$ cat src/rtl/wght_upd.sv
// wght_upd: a weight update engine for a small learned-parameter memory.
//
// One pass walks weights 0..n-1. For each weight it reads the accumulated
// gradient and the current weight, then writes back w - lr*grad. The weight
// is saturated to the signed WIDTH-bit range. Each weight takes three cycles
// (RD, EX, WR). One FIN cycle then pulses done and clears the gradient
// accumulators.
//
// Ports
//   clk        rising-edge clock
//   rst        asynchronous active-high reset
//   start      begin a pass (only honoured while idle)
//   i_n        number of weights to update, clamped to 2^ADDR
//   i_lr       learning rate, signed Q(WIDTH-FRAC).FRAC
//   o_addr     shared read address (gradient bank and weight memory)
//   i_grad     gradient read data, valid one cycle after o_addr
//   i_wght     weight read data, valid one cycle after o_addr
//   o_we       weight write enable
//   o_waddr    weight write address
//   o_wdata    updated weight
//   o_acc_clr  one-cycle pulse clearing all gradient accumulators
//   o_busy     pass in progress
//   o_done     one-cycle pass-complete pulse
module wght_upd #(
    parameter int WIDTH = 24,
    parameter int FRAC  = 20,
    parameter int ADDR  = 5
) (
    input  logic               clk,
    input  logic               rst,
    input  logic               start,
    input  logic [ADDR:0]      i_n,
    input  logic [WIDTH-1:0]   i_lr,
    output logic [ADDR-1:0]    o_addr,
    input  logic [WIDTH-1:0]   i_grad,
    input  logic [WIDTH-1:0]   i_wght,
    output logic               o_we,
    output logic [ADDR-1:0]    o_waddr,
    output logic [WIDTH-1:0]   o_wdata,
    output logic               o_acc_clr,
    output logic               o_busy,
    output logic               o_done
);

    localparam logic signed [WIDTH-1:0] W_MAX   = {1'b0, {(WIDTH-1){1'b1}}};
    localparam logic signed [WIDTH-1:0] W_MIN   = {1'b1, {(WIDTH-1){1'b0}}};
    localparam logic [ADDR:0]           N_MAX   = {1'b1, {ADDR{1'b0}}};
    localparam logic [ADDR:0]           N_ONE   = {{ADDR{1'b0}}, 1'b1};
    localparam logic [ADDR-1:0]         IDX_ONE = {{(ADDR-1){1'b0}}, 1'b1};

    typedef enum logic [2:0] {IDLE, RD, EX, WR, FIN} state_t;

    state_t                   state;
    logic [ADDR-1:0]          idx;
    logic [ADDR:0]            n;
    logic signed [WIDTH-1:0]  lr;

    // Saturate a 2*WIDTH-bit value to WIDTH bits. The value fits only when
    // every bit above the WIDTH-bit sign position repeats the sign.
    function automatic logic signed [WIDTH-1:0] sat_prod(input logic signed [2*WIDTH-1:0] v);
        logic [WIDTH:0] top;
        top = v[2*WIDTH-1:WIDTH-1];
        if (top == {(WIDTH+1){1'b0}} || top == {(WIDTH+1){1'b1}})
            sat_prod = v[WIDTH-1:0];
        else if (v[2*WIDTH-1])
            sat_prod = W_MIN;
        else
            sat_prod = W_MAX;
    endfunction

    // Saturate a WIDTH+1-bit difference to WIDTH bits.
    function automatic logic signed [WIDTH-1:0] sat_diff(input logic signed [WIDTH:0] v);
        if (v[WIDTH] == v[WIDTH-1])
            sat_diff = v[WIDTH-1:0];
        else if (v[WIDTH])
            sat_diff = W_MIN;
        else
            sat_diff = W_MAX;
    endfunction

    // The update datapath. The memory read data is valid during EX, and the
    // result is captured straight into o_wdata at the EX->WR edge.
    logic signed [2*WIDTH-1:0] lr_x, grad_x, prod, shifted;
    logic signed [WIDTH-1:0]   wght_s, p_sat, upd;
    logic signed [WIDTH:0]     diff;

    always_comb begin
        lr_x    = {{WIDTH{lr[WIDTH-1]}}, lr};
        grad_x  = {{WIDTH{i_grad[WIDTH-1]}}, i_grad};
        wght_s  = i_wght;
        prod    = lr_x * grad_x;
        // An arithmetic shift floors toward -inf, so a small negative p stays -1.
        shifted = prod >>> FRAC;
        p_sat   = sat_prod(shifted);
        diff    = {wght_s[WIDTH-1], wght_s} - {p_sat[WIDTH-1], p_sat};
        upd     = sat_diff(diff);
    end

    // The FSM and the registered outputs. Each output is loaded on the edge
    // that enters the state decoding it. As a result, o_addr, o_waddr and
    // o_wdata keep their last values everywhere else.
    always_ff @(posedge clk or posedge rst) begin
        if (rst) begin
            state     <= IDLE;
            idx       <= '0;
            n         <= '0;
            lr        <= '0;
            o_addr    <= '0;
            o_we      <= 1'b0;
            o_waddr   <= '0;
            o_wdata   <= '0;
            o_acc_clr <= 1'b0;
            o_busy    <= 1'b0;
            o_done    <= 1'b0;
        end else begin
            o_we      <= 1'b0;
            o_done    <= 1'b0;
            o_acc_clr <= 1'b0;
            case (state)
                IDLE: begin
                    if (start) begin
                        o_busy <= 1'b1;
                        if (i_n != '0) begin
                            n      <= (i_n > N_MAX) ? N_MAX : i_n;
                            lr     <= i_lr;
                            idx    <= '0;
                            o_addr <= '0;
                            state  <= RD;
                        end else begin
                            o_done    <= 1'b1;
                            o_acc_clr <= 1'b1;
                            state     <= FIN;
                        end
                    end
                end
                RD: begin
                    state <= EX;
                end
                EX: begin
                    o_we    <= 1'b1;
                    o_waddr <= idx;
                    o_wdata <= upd;
                    state   <= WR;
                end
                WR: begin
                    if ({1'b0, idx} == n - N_ONE) begin
                        o_done    <= 1'b1;
                        o_acc_clr <= 1'b1;
                        state     <= FIN;
                    end else begin
                        idx    <= idx + IDX_ONE;
                        o_addr <= idx + IDX_ONE;
                        state  <= RD;
                    end
                end
                FIN: begin
                    o_busy <= 1'b0;
                    state  <= IDLE;
                end
                default: begin
                    o_busy <= 1'b0;
                    state  <= IDLE;
                end
            endcase
        end
    end

endmodule

$ cat config.mk
export PLATFORM = sky130hd
export DESIGN_NAME = wght_upd
export DESIGN_NICKNAME = d
export VERILOG_FILES = /design/src/rtl/wght_upd.sv
export SDC_FILE = /design/constraint.sdc
export NUM_CORES = 2
export LEC_CHECK = 0
export ABC_AREA = 1
export BUFFER_PORTS_ARGS = -buffer_cell sky130_fd_sc_hd__buf_2
export CORE_ASPECT_RATIO = 1.1
export CORE_UTILIZATION = 29
export CTS_CLUSTER_DIAMETER = 40
export CTS_CLUSTER_SIZE = 14
export DETAILED_ROUTE_END_ITERATION = 6
export GPL_TIMING_DRIVEN = 1
export PLACE_DENSITY = 0.53
export SLEW_MARGIN = 20
export SYNTH_ARGS = -nofsm -noshare
export SYNTH_HDL_FRONTEND = slang
export SYNTH_SLANG_ARGS = --single-unit
export TNS_END_PERCENT = 5
$ cat constraint.sdc
create_clock -name clk -period 10.22 [get_ports clk]
set_clock_uncertainty 0.05 [all_clocks]
set_input_delay 1.533 -clock clk [delete_from_list [all_inputs] [get_ports clk]]
set_output_delay 1.533 -clock clk [all_outputs]
set_load 0.1 [all_outputs]
==> results by group <==
Floorplanning
  – Num ports: approximately 120
  – Rows: around 120
  – Die H: between 300 and 400 µm
  – Die width: ~300 µm
  – Starting Density: 29.3%
  – Die Area: 93,400 µm²
  – Core ar.: 91,100 µm²

Final layout
  – Final core utilization: 32.8%
  – NumNets Final: 4,475
  – Area grow syn2layout: 12.0%
  – Share of layout cells above drive strength 1: under 10%
  – Design area: 29,900 µm²

Global route
  – Antenna violations before repair: 2
  – Global-route wire length before repair: 126,000 µm
  – Tot GR Track Use: between 10% and 20%
  – Pin count of the biggest net entering global routing: roughly 60
  – Grt total ovfl: 0
  – Vias in the first global route: roughly 23,000

Clock tree
  – Post-CTS Hold Buffers: 0
  – Clock buffer depth: 2
  – Num CTS Buffers: 9
  – Worst-path clk slew: approximately 60 ps
  – Num Clock Sinks: 70
  – Root buffer cell: clkbuf_16
  – Worst-skew pair later-pin latency: around 400 ps
  – CTS tree: built
  – Max H-tree Level: 3

Hold path
  – Hold WC Path Type: flop to flop
  – Hold path start: o_waddr[3]$_DFFE_PP0P_
  – Worst hold stages: 2
  – Min-Delay Endpoint: o_waddr[3]$_DFFE_PP0P_

Setup path
  – Worst path slowest cell: fa_1
  – Critical path class: primary input to flop
  – RR Startpoint: lr[23]$_DFFE_PP0P_
  – Crit-path max cell delay: between 500 and 600 ps
  – Startpoint types: primary input
  – CP max FO: 23
  – Crit path capture type: flop
  – Reg2Reg Depth: 38
  – Reg-to-reg endpoint: o_wdata[19]$_DFFE_PP0P_
  – Critical path arrival: 9940 ps
  – Worst Path Required: roughly 10,000 ps
  – CP bufs+invs: 14
  – Largest delay share family, worst path: adder cells
  – Reg2Reg Setup Slack: ~900 ps

Logic synthesis
  – Mapped Cells: around 3,500
  – Cell variety after synth: 47
  – Seq/Total Area, Yosys: 6.55%
  – Mean area per synthesized cell: between 7 and 8 µm²
  – Post-Syn Area: between 20,000 and 30,000 µm²
  – Ys async rst share: between 90% and 100%
  – Number of synthesized flops with an enable pin: 0
  – Synth Register Bits: 70
  – Top FF cell, synth: dfrtp_1
  – Synthesis Warnings: 0
  – Syn Nets: 4,322

Route
  – Routed WL per cell: between 15 and 20 µm
  – Initial drt markers: 1,248
  – Final ANT Viol Nets: 0
  – Drt via density: between 4 and 5
  – Vias: 21,239
  – DRT Pass-1 Iters: 7
  – DRT Wirelength: 75,700 µm
  – Residual DRC: 0

Placement
  – Placer's final routability congestion estimate: 0.915
  – Placed inst area: just under 30,000 µm²
  – Final HPWL DP: 67,000 µm
  – Worst slack at placement: ~47 ps
  – # port buffers: ~120

Run
  – Maxcap violations: 0

STA
  – Fmax: ~100 MHz
  – Setup violators final: 0
  – RSZ-0062 raised after global routing: false
  – Minimum clock period: 9740 ps
  – Final worst slack: 482 ps
  – Fin crit share: about 95%
  – Worst slew pin tran: 1030 ps
  – Rel. slew slack: a little under a third
  – Setup TNS: 0 ps
  – Final Hold Viols: 0
  – Max-slew violation count: 0

Run status
  – Status: complete, no violations
==> logic make-up after synthesis <==
family                     share of synthesized area [%]
DFF                                                 6.55
and+or+nand+nor                                     19.3
AOI/OAI and AO/OA                                   3.24
buffers and inverters                               16.2
xor gates and xnor gates                            1.97
adders and majority gates                           52.8
==> through the flow <==
stage / std cells / hold WS (ps)
floorplan: 3478 / 442
global placement: 4799 / 406
detailed placement: 4799 / 411
CTS: 4815 / 428
global route: 4816 / 448
finish: 4818 / 427
==> worst max path at each step <==
stage | from | endpoint | slack, ps | depth (start not counted)
final | i_grad[0] | o_wdata[19]$_DFFE_PP0P_ | 480 | 42
after global routing | i_grad[0] | o_wdata[6]$_DFFE_PP0P_ | 30 | 44
after floorplan | i_grad[1] | o_wdata[10]$_DFFE_PP0P_ | 490 | 40
after CTS | i_grad[0] | o_wdata[9]$_DFFE_PP0P_ | 410 | 41
after global placement | i_grad[0] | o_wdata[9]$_DFFE_PP0P_ | 30 | 41
after detailed placement | i_grad[0] | o_wdata[7]$_DFFE_PP0P_ | 50 | 42
==> layout make-up <==
| cell class | instances | area, µm² |
|---|---|---|
| Clock buffer | 10 | 229 |
| Tap cell | 1180 | 1480 |
| Fill cell | 9777 | 61200 |
| Sequential cell | 70 | 1750 |
| Multi-Input combinational cell | 2264 | 20700 |
| Timing Repair Buffer | 280 | 1890 |
| Antenna cell | 2 | 5.00 |
| Inverter | 1006 | 3780 |
| Clock inverter | 6 | 93.8 |
==> sequential cells by signal, summed over array words and instances, names as in the netlist <==
register,flops
o_wdata,24
o_waddr,5
o_busy,1
lr,24
o_done,1
idx,5
state,3
n,6
o_we,1
==> timing repair <==
| action | 4_1_cts | 5_1_grt |
|---|---|---|
| setup buffers | 0 | 1 |
| resized for setup | 0 | 13 |
| endpoints found under the setup margin | 0 | 23 |
==> Yosys cell counts, drive strengths merged, types with 4 or more instances <==
library cell | instances | share of area [%]
o211ai | 4 | 0.11
nand3 | 91 | 1.7
a21o | 5 | 0.14
nand2 | 1036 | 15
or2 | 7 | 0.16
nand3b | 4 | 0.11
a21oi | 81 | 1.5
o21ai | 47 | 0.88
buf | 9 | 0.24
o21bai | 8 | 0.22
inv | 1004 | 14
ha | 156 | 7.3
clkbuf | 129 | 1.8
nor4 | 7 | 0.24
nor2 | 111 | 1.7
fa | 607 | 45
dfrtp | 70 | 6.6
nor3 | 13 | 0.26
xor2 | 31 | 1.0
xnor2 | 29 | 0.95
nand4 | 9 | 0.21
==> tightest hold or removal path, stage by stage, from the launching register on <==
cell	delay, ps
dfrtp_1	350
nand2_1	50
nand2_1	50
==> per-layer routing <==
layer  vias up  track usage (%)  wire length, µm
met5         -                0                0
met4         0             3.54             1340
met3        72             1.73             2470
met2       376             31.0            38700
met1     10677             22.2            33200
li1      10114                -                -
==> cell usage in the layout, fill, tap and decap left out, types with 4 or more instances in the layout <==
cell type,n
inv_2,10
buf_4,156
nand3_1,89
nand3b_1,4
o21ai_0,42
inv_1,991
o211ai_1,4
nand4_1,9
a21o_1,5
buf_12,6
nand2_2,13
dfrtp_1,70
nor4_2,4
xnor2_1,29
o21bai_1,8
buf_2,116
xor2_1,31
nor2_1,105
ha_1,156
or2_2,6
a21oi_1,78
clkbuf_16,9
fa_1,605
nand2_1,1021
nor3_1,12
Power is left out: the tool's default activity adds up to more than one toggle a clock period on the data nets, which glitch-free logic cannot reach.
